<file path="src/rtl/match_run_logger.sv">
// match_run_logger: measures runs of consecutive det_in=1 samples and queues completed run lengths in a show-ahead FIFO.
module match_run_logger #(
    parameter int DEPTH = 4,
    parameter int LEN_W = 8,
    parameter int CNT_W = 16
) (
    input  logic             clk,
    input  logic             reset,
    input  logic             det_in,
    input  logic             clr,
    input  logic             rd_ready,
    output logic             rd_valid,
    output logic [LEN_W-1:0] rd_len,
    output logic [CNT_W-1:0] run_count,
    output logic             run_active,
    output logic             overflow
);
    localparam int AW = $clog2(DEPTH);
    typedef enum logic {IDLE, RUN} state_t;
    state_t           state_q, state_d;
    logic [LEN_W-1:0] len_q, len_d;
    logic [AW:0]      wr_q, wr_d, rd_q, rd_d;
    logic [CNT_W-1:0] cnt_q, cnt_d;
    logic             ovf_q, ovf_d;
    logic [LEN_W-1:0] mem [DEPTH];
    logic             push, pop, full, wr_en;

    always_comb begin
        state_d = state_q;
        len_d   = len_q;
        push    = 1'b0;
        if (clr) begin
            state_d = IDLE;
            len_d   = '0;
        end else if (state_q == IDLE) begin
            state_d = det_in ? RUN : IDLE;
            len_d   = det_in ? LEN_W'(1) : len_q;
        end else if (det_in) begin
            len_d = &len_q ? len_q : len_q + LEN_W'(1);
        end else begin
            state_d = IDLE;
            len_d   = '0;
            push    = 1'b1;
        end
    end

    // Extra pointer bit distinguishes full (MSBs differ) from empty (equal).
    assign rd_valid   = wr_q != rd_q;
    assign full       = (wr_q[AW] != rd_q[AW]) && (wr_q[AW-1:0] == rd_q[AW-1:0]);
    assign pop        = rd_valid && rd_ready && !clr;
    assign wr_en      = push && (!full || pop);
    assign wr_d       = clr ? '0 : wr_q + (AW+1)'(wr_en);
    assign rd_d       = clr ? '0 : rd_q + (AW+1)'(pop);
    assign cnt_d      = clr ? '0 : cnt_q + CNT_W'(push && !(&cnt_q));
    assign ovf_d      = !clr && (ovf_q || (push && !wr_en));
    assign rd_len     = rd_valid ? mem[rd_q[AW-1:0]] : '0;
    assign run_count  = cnt_q;
    assign run_active = state_q == RUN;
    assign overflow   = ovf_q;

    always_ff @(posedge clk or posedge reset) begin
        if (reset) begin
            state_q <= IDLE;
            len_q   <= '0;
            wr_q    <= '0;
            rd_q    <= '0;
            cnt_q   <= '0;
            ovf_q   <= 1'b0;
        end else begin
            state_q <= state_d;
            len_q   <= len_d;
            wr_q    <= wr_d;
            rd_q    <= rd_d;
            cnt_q   <= cnt_d;
            ovf_q   <= ovf_d;
        end
    end

    always_ff @(posedge clk) begin
        if (wr_en) mem[wr_q[AW-1:0]] <= len_q;
    end
endmodule

</file>
<file path="config.mk">
export PLATFORM = sky130hd
export DESIGN_NAME = match_run_logger
export DESIGN_NICKNAME = d
export VERILOG_FILES = /design/src/rtl/match_run_logger.sv
export SDC_FILE = /design/constraint.sdc
export NUM_CORES = 1
export LEC_CHECK = 0
export ABC_AREA = 0
export CAP_MARGIN = 0
export CORE_UTILIZATION = 50
export CTS_BUF_LIST = sky130_fd_sc_hd__clkbuf_4
export DETAILED_ROUTE_END_ITERATION = 10
export HOLD_SLACK_MARGIN = 0.02
export PLACE_DENSITY = 0.75
export SLEW_MARGIN = 20
export SYNTH_ARGS = -nofsm -noshare
export SYNTH_HDL_FRONTEND = slang
export SYNTH_SLANG_ARGS = --single-unit
</file>
<file path="constraint.sdc">
create_clock -name clk -period 2.4 [get_ports clk]
set_input_delay 0.48 -clock clk [delete_from_list [all_inputs] [get_ports clk]]
set_output_delay 0.48 -clock clk [all_outputs]
set_load 0.005 [all_outputs]
</file>
Word level (Yosys, flattened, before mapping). Memories as Yosys holds them, arrays and structs flattened. Index checks and enable logic that the tools add are counted.

$add $sub $neg: 4. Equality and inequality tests: 4. Multiplexer cells: 16. Reduce and logical (&&, ||, !) cells: 17.

Operator list (number): $mux W8 (6); $add A16 B1 Y16 (1); $mux W16 (1); $reduce_and A16 Y1 (1); $add A8 B1 Y8 const B (1); $reduce_and A8 Y1 (1); $logic_and A1 B1 Y1 (7); $mux W1 (7); $add A3 B1 Y3 (2); $mux W3 (2); $logic_not A1 Y1 (4); $ne A4 B4 Y1 const B (1); $ne A3 B3 Y1 (1); $reduce_bool A3 Y1 (1); $eq A2 B2 Y1 (1); $logic_or A1 B1 Y1 (2); $reduce_and A2 Y1 (1); $ne A1 B1 Y1 (1).

Register bits after elaboration: 32. Memory bits (writable): 32. Input port bits: 5. Word-level logic and storage cells: 48. Memories: 1.

Memories: mem (depth 4, bits a word 8, read ports 1, clocked after Yosys merged registers in 0, wr ports 1, line 25) `logic [LEN_W-1:0] mem [DEPTH];`.

Longest topological paths before layout.
Depth after elaboration: 9. Depth in mapped cells: 11. Mapped depth without buffers: 9.

Worst setup path before layout. OpenSTA, ideal clock, no wires.

Path kind: reg-to-reg. Start point: register rd_q[1]. End point: memory mem[2][0] (enable). Library setup time: 398 ps. Arrival time: 1932 ps. Path slack: 70 ps. Cell stages (with the launch flop): 5. Path buffers: 1. Period minus slack after synthesis: 2330 ps. Cell sequence: dfrtp_1 buf_2 xor2_1 nor4_4 nor4b_1.

Word-level cells in the longest chain between the ends: 7. Elaborated cells on any way between the ends: 10.

Ends and longest elaborated chain: from (decl) (line 22) `logic [AW:0] wr_q, wr_d, rd_q, rd_d;`; from (signal assigned) (line 73) `rd_q <= rd_d;`; $ne A3 B3 Y1 / $eq A2 B2 Y1 (equally long branches) (line 48, 49); $logic_and A1 B1 Y1, on equally long branches (line 50, 49); $logic_and A1 B1 Y1 / $logic_not A1 Y1 (equally long branches) (line 50, 51); $logic_or A1 B1 Y1 (*) (line 51) `assign wr_en = push && (!full || pop);`; $logic_and A1 B1 Y1 (*) (line 51); $mux W1 (*) (line 80) `if (wr_en) mem[wr_q[AW-1:0]] <= len_q;`; $mux W1 (implied by the code) (*) (line 80); to (decl) (line 25).

Mark *: on every way between the ends. The rest lies on a longest branch, timed or not.

Final worst setup path.
Start point: register rd_q[1]. End point: output port rd_valid.

Word-level cells in the longest chain between the ends: 1.

Ends and longest elaborated chain: $ne A3 B3 Y1 (line 48) `assign rd_valid = wr_q != rd_q;`; to (decl) (line 12) `output logic rd_valid,`.

No other way between the ends.

==> run metrics <==
outcome=completed; leakage power=1.481 nW; total CTS buffers=9; PortBufs=31; crit start category=flop; FF+latch area=1764 µm²; DRC viols=0; clk sink count=64; TritonCTS clock tree=done; vias per inst=5.406; synth unique cells=42; final hold violations=0; Reg clk slew, reported paths=0.11 ns; cell count after synthesis=223; Clock Latency Late Sink=0.40 ns; area of the multi-input gates=1107 µm²; largest net degree at the start of global routing=33; slew margin rel.=70.69%; CP arrival=1.89 ns; Hold Path Class=primary input to async pin; Slowest-stage cell, CP=dfrtp_1; worst-margin pin slew=0.4363 ns; number of max-cap violations=0; Post-synth EDFFs=32; crit-path cells=xor2_2, nor3b_4, buf_12, inv_2, clkdlybuf4s50_1; die width=78.39 µm; initial antenna violation count=0; post-route cell area=3643 µm²; Routed WL=5369 µm; Vias=1946; Layout Skew=0.005805 ns; largest area contributor in the netlist=edfxtp_1; Crit Path Category=flop to primary output; Initial DRC Count=101; share of layout cells above drive strength 1=22.57%; Mapped Area=2918 µm²; TritonRoute pass-1 iters=4; ant diodes=0; Seq/Total Area, Yosys=60.38%; Synth Register Bits=64; Final Net Count=295; vias in the first global route=1948; Worst EP required=1.92 ns; Worst Setup End Kind=primary output; # setup viols final=0; CTS root buffer=clkbuf_4; Final GP Congestion=0.7909; htree depth=3; I/O pins=32; Yosys top cell area share=32.93%; minimum clock period=2.373 ns; grt ovf=0; synth cell count leaders=32 x dfrtp_1, 32 x edfxtp_1, 21 x nor2_1, 14 x nor2b_1, 12 x xor2_1; Total GRT Usage=20.09%; Synth area leaders=edfxtp_1 33%, dfrtp_1 27%, mux4_2 6.2%; Power Dens Cells=538.7 nW/µm²; core area=5574 µm²; WHS=0.4412 ns; number of fill cells=439; synthesized netlist net count=235; Peak Freq=421.5 MHz; VDD IR-drop max=0.3973 mV; RSZ-0062 raised after global routing=true; P&R area growth vs syn=24.87%; DR WL/cell=14.91 µm; DIE AREA=6145 µm²; Ys Warns=0; fraction of registers with async set/reset=50.00%; post-DP HPWL=3632 µm; Initial Utilization=52.35%; DP Area=3415 µm²; CTS max path bufs=2; R2R Setup Slk=0.23 ns; Die Y=78.39 µm; crit share post-route=98.86%; fin util=65.36%; Rows=27; Worst path max stage delay=0.42 ns; Syn Area/Cell=13.08 µm²; Slew Viols, Final=0; first-pass GRT wire length=9128 µm; crit path max fanout=10; Antenna Nets Post-Route=0; Primary FF master, synth=edfxtp_1
## worst paths after layout
| kind | start | endpoint | cells after the start |
|---|---|---|---|
| min | reset | len_q[7] | 3 |
| min in group clk | overflow | overflow | 2 |
| max | rd_q[1] | rd_valid | 5 |
| max in group asynchronous | reset | wr_q[0] | 3 |
| max reg2reg | run_count[5] | run_count[15] | 9 |
| min reg2reg | overflow | overflow | 2 |
## metal layers
layer	track usage [%]	wire (µm)	vias to the layer above
li1	-	-	949
met1	25.79	2499	953
met2	32.11	2587	40
met3	5.698	220	4
met4	8.333	61	0
met5	0	0	-
## placed cells by master, fill, tap and decap left out, drive strengths merged, types with 3 or more instances in the layout
| master | Yosys | final |
|---|---|---|
| a21oi | 11 | 11 |
| and3 | 3 | 3 |
| and4 | 6 | 6 |
| buf | 7 | 30 |
| clkbuf | 3 | 12 |
| clkdlybuf4s50 | 0 | 23 |
| clkinv | 0 | 4 |
| dfrtp | 32 | 32 |
| edfxtp | 32 | 32 |
| ha | 7 | 7 |
| inv | 3 | 3 |
| mux4 | 8 | 8 |
| nand2 | 10 | 10 |
| nand3 | 11 | 11 |
| nand4 | 7 | 7 |
| nor2 | 21 | 21 |
| nor2b | 14 | 14 |
| nor4 | 3 | 3 |
| o21ai | 7 | 7 |
| or3 | 5 | 5 |
| xnor2 | 5 | 5 |
| xor2 | 12 | 12 |
## registers in the layout, indices dropped and copies added, names as in the netlist
signal,cells
len_q,8
mem,32
overflow,1
rd_q,3
run_active,1
run_count,16
wr_q,3
## stage by stage
step | setup slack [ns] | setup TNS (ns) | std cells | power (W)
5_1_grt | -0.08757 | -0.1085 | 360 | 0.002044
6_report | 0.02744 | 0 | 360 | 0.001963
3_3_place_gp | 0.07960 | 0 | 335 | 0.001263
4_1_cts | 0.001996 | 0 | 358 | 0.001983
3_5_place_dp | -0.07200 | -0.07200 | 335 | 0.001265
2_1_floorplan | 0.07032 | 0 | 223 | 0.001226
## power by group
part           switching, W  internal [W]
clock              0.000397      0.000316
combinational     0.0000457     0.0000423
sequential       0.00000839       0.00115
total              0.000451       0.00151
## critical path, delay by kind of cell, from the launching register on
| kind | cells | cell delay [ns] |
|---|---|---|
| XOR/XNOR | 1 | 0.22 |
| AND/OR/NAND/NOR | 1 | 0.24 |
| buffers and inverters | 3 | 0.60 |
| flip-flops | 1 | 0.42 |
## area by class of cell
| class | count | area share (%) |
|---|---|---|
| clock inverter | 7 | 1.992 |
| clock buffer | 9 | 1.854 |
| timing repair buffer | 59 | 14.56 |
| inverter | 3 | 0.3091 |
| tap | 72 | 2.473 |
| sequential | 64 | 48.42 |
| multi-input combinational | 146 | 30.39 |
## logic make-up (layout without fill, tap and decap cells)
logic type / after synthesis / in the layout / share of synthesized area, %
simple gates: 88 / 88 / 17.58
compound gates: 26 / 26 / 5.361
fa+ha+maj: 7 / 7 / 3.002
buf+inv: 13 / 78 / 2.401
xor+xnor: 17 / 17 / 5.103
flops: 64 / 64 / 60.38
mux: 8 / 8 / 6.175
## what timing repair did
| action | CTS | global route |
|---|---|---|
| gates resized for setup | 24 | 6 |
| endpoints found under the setup margin | 9 | 8 |
| buffers inserted | 7 | 2 |
| pin swaps | 1 | 2 |
| hold buffers | 0 | 0 |
| endpoints found under the hold margin | 0 | 0 |
Power figures use the tool's default switching activity.
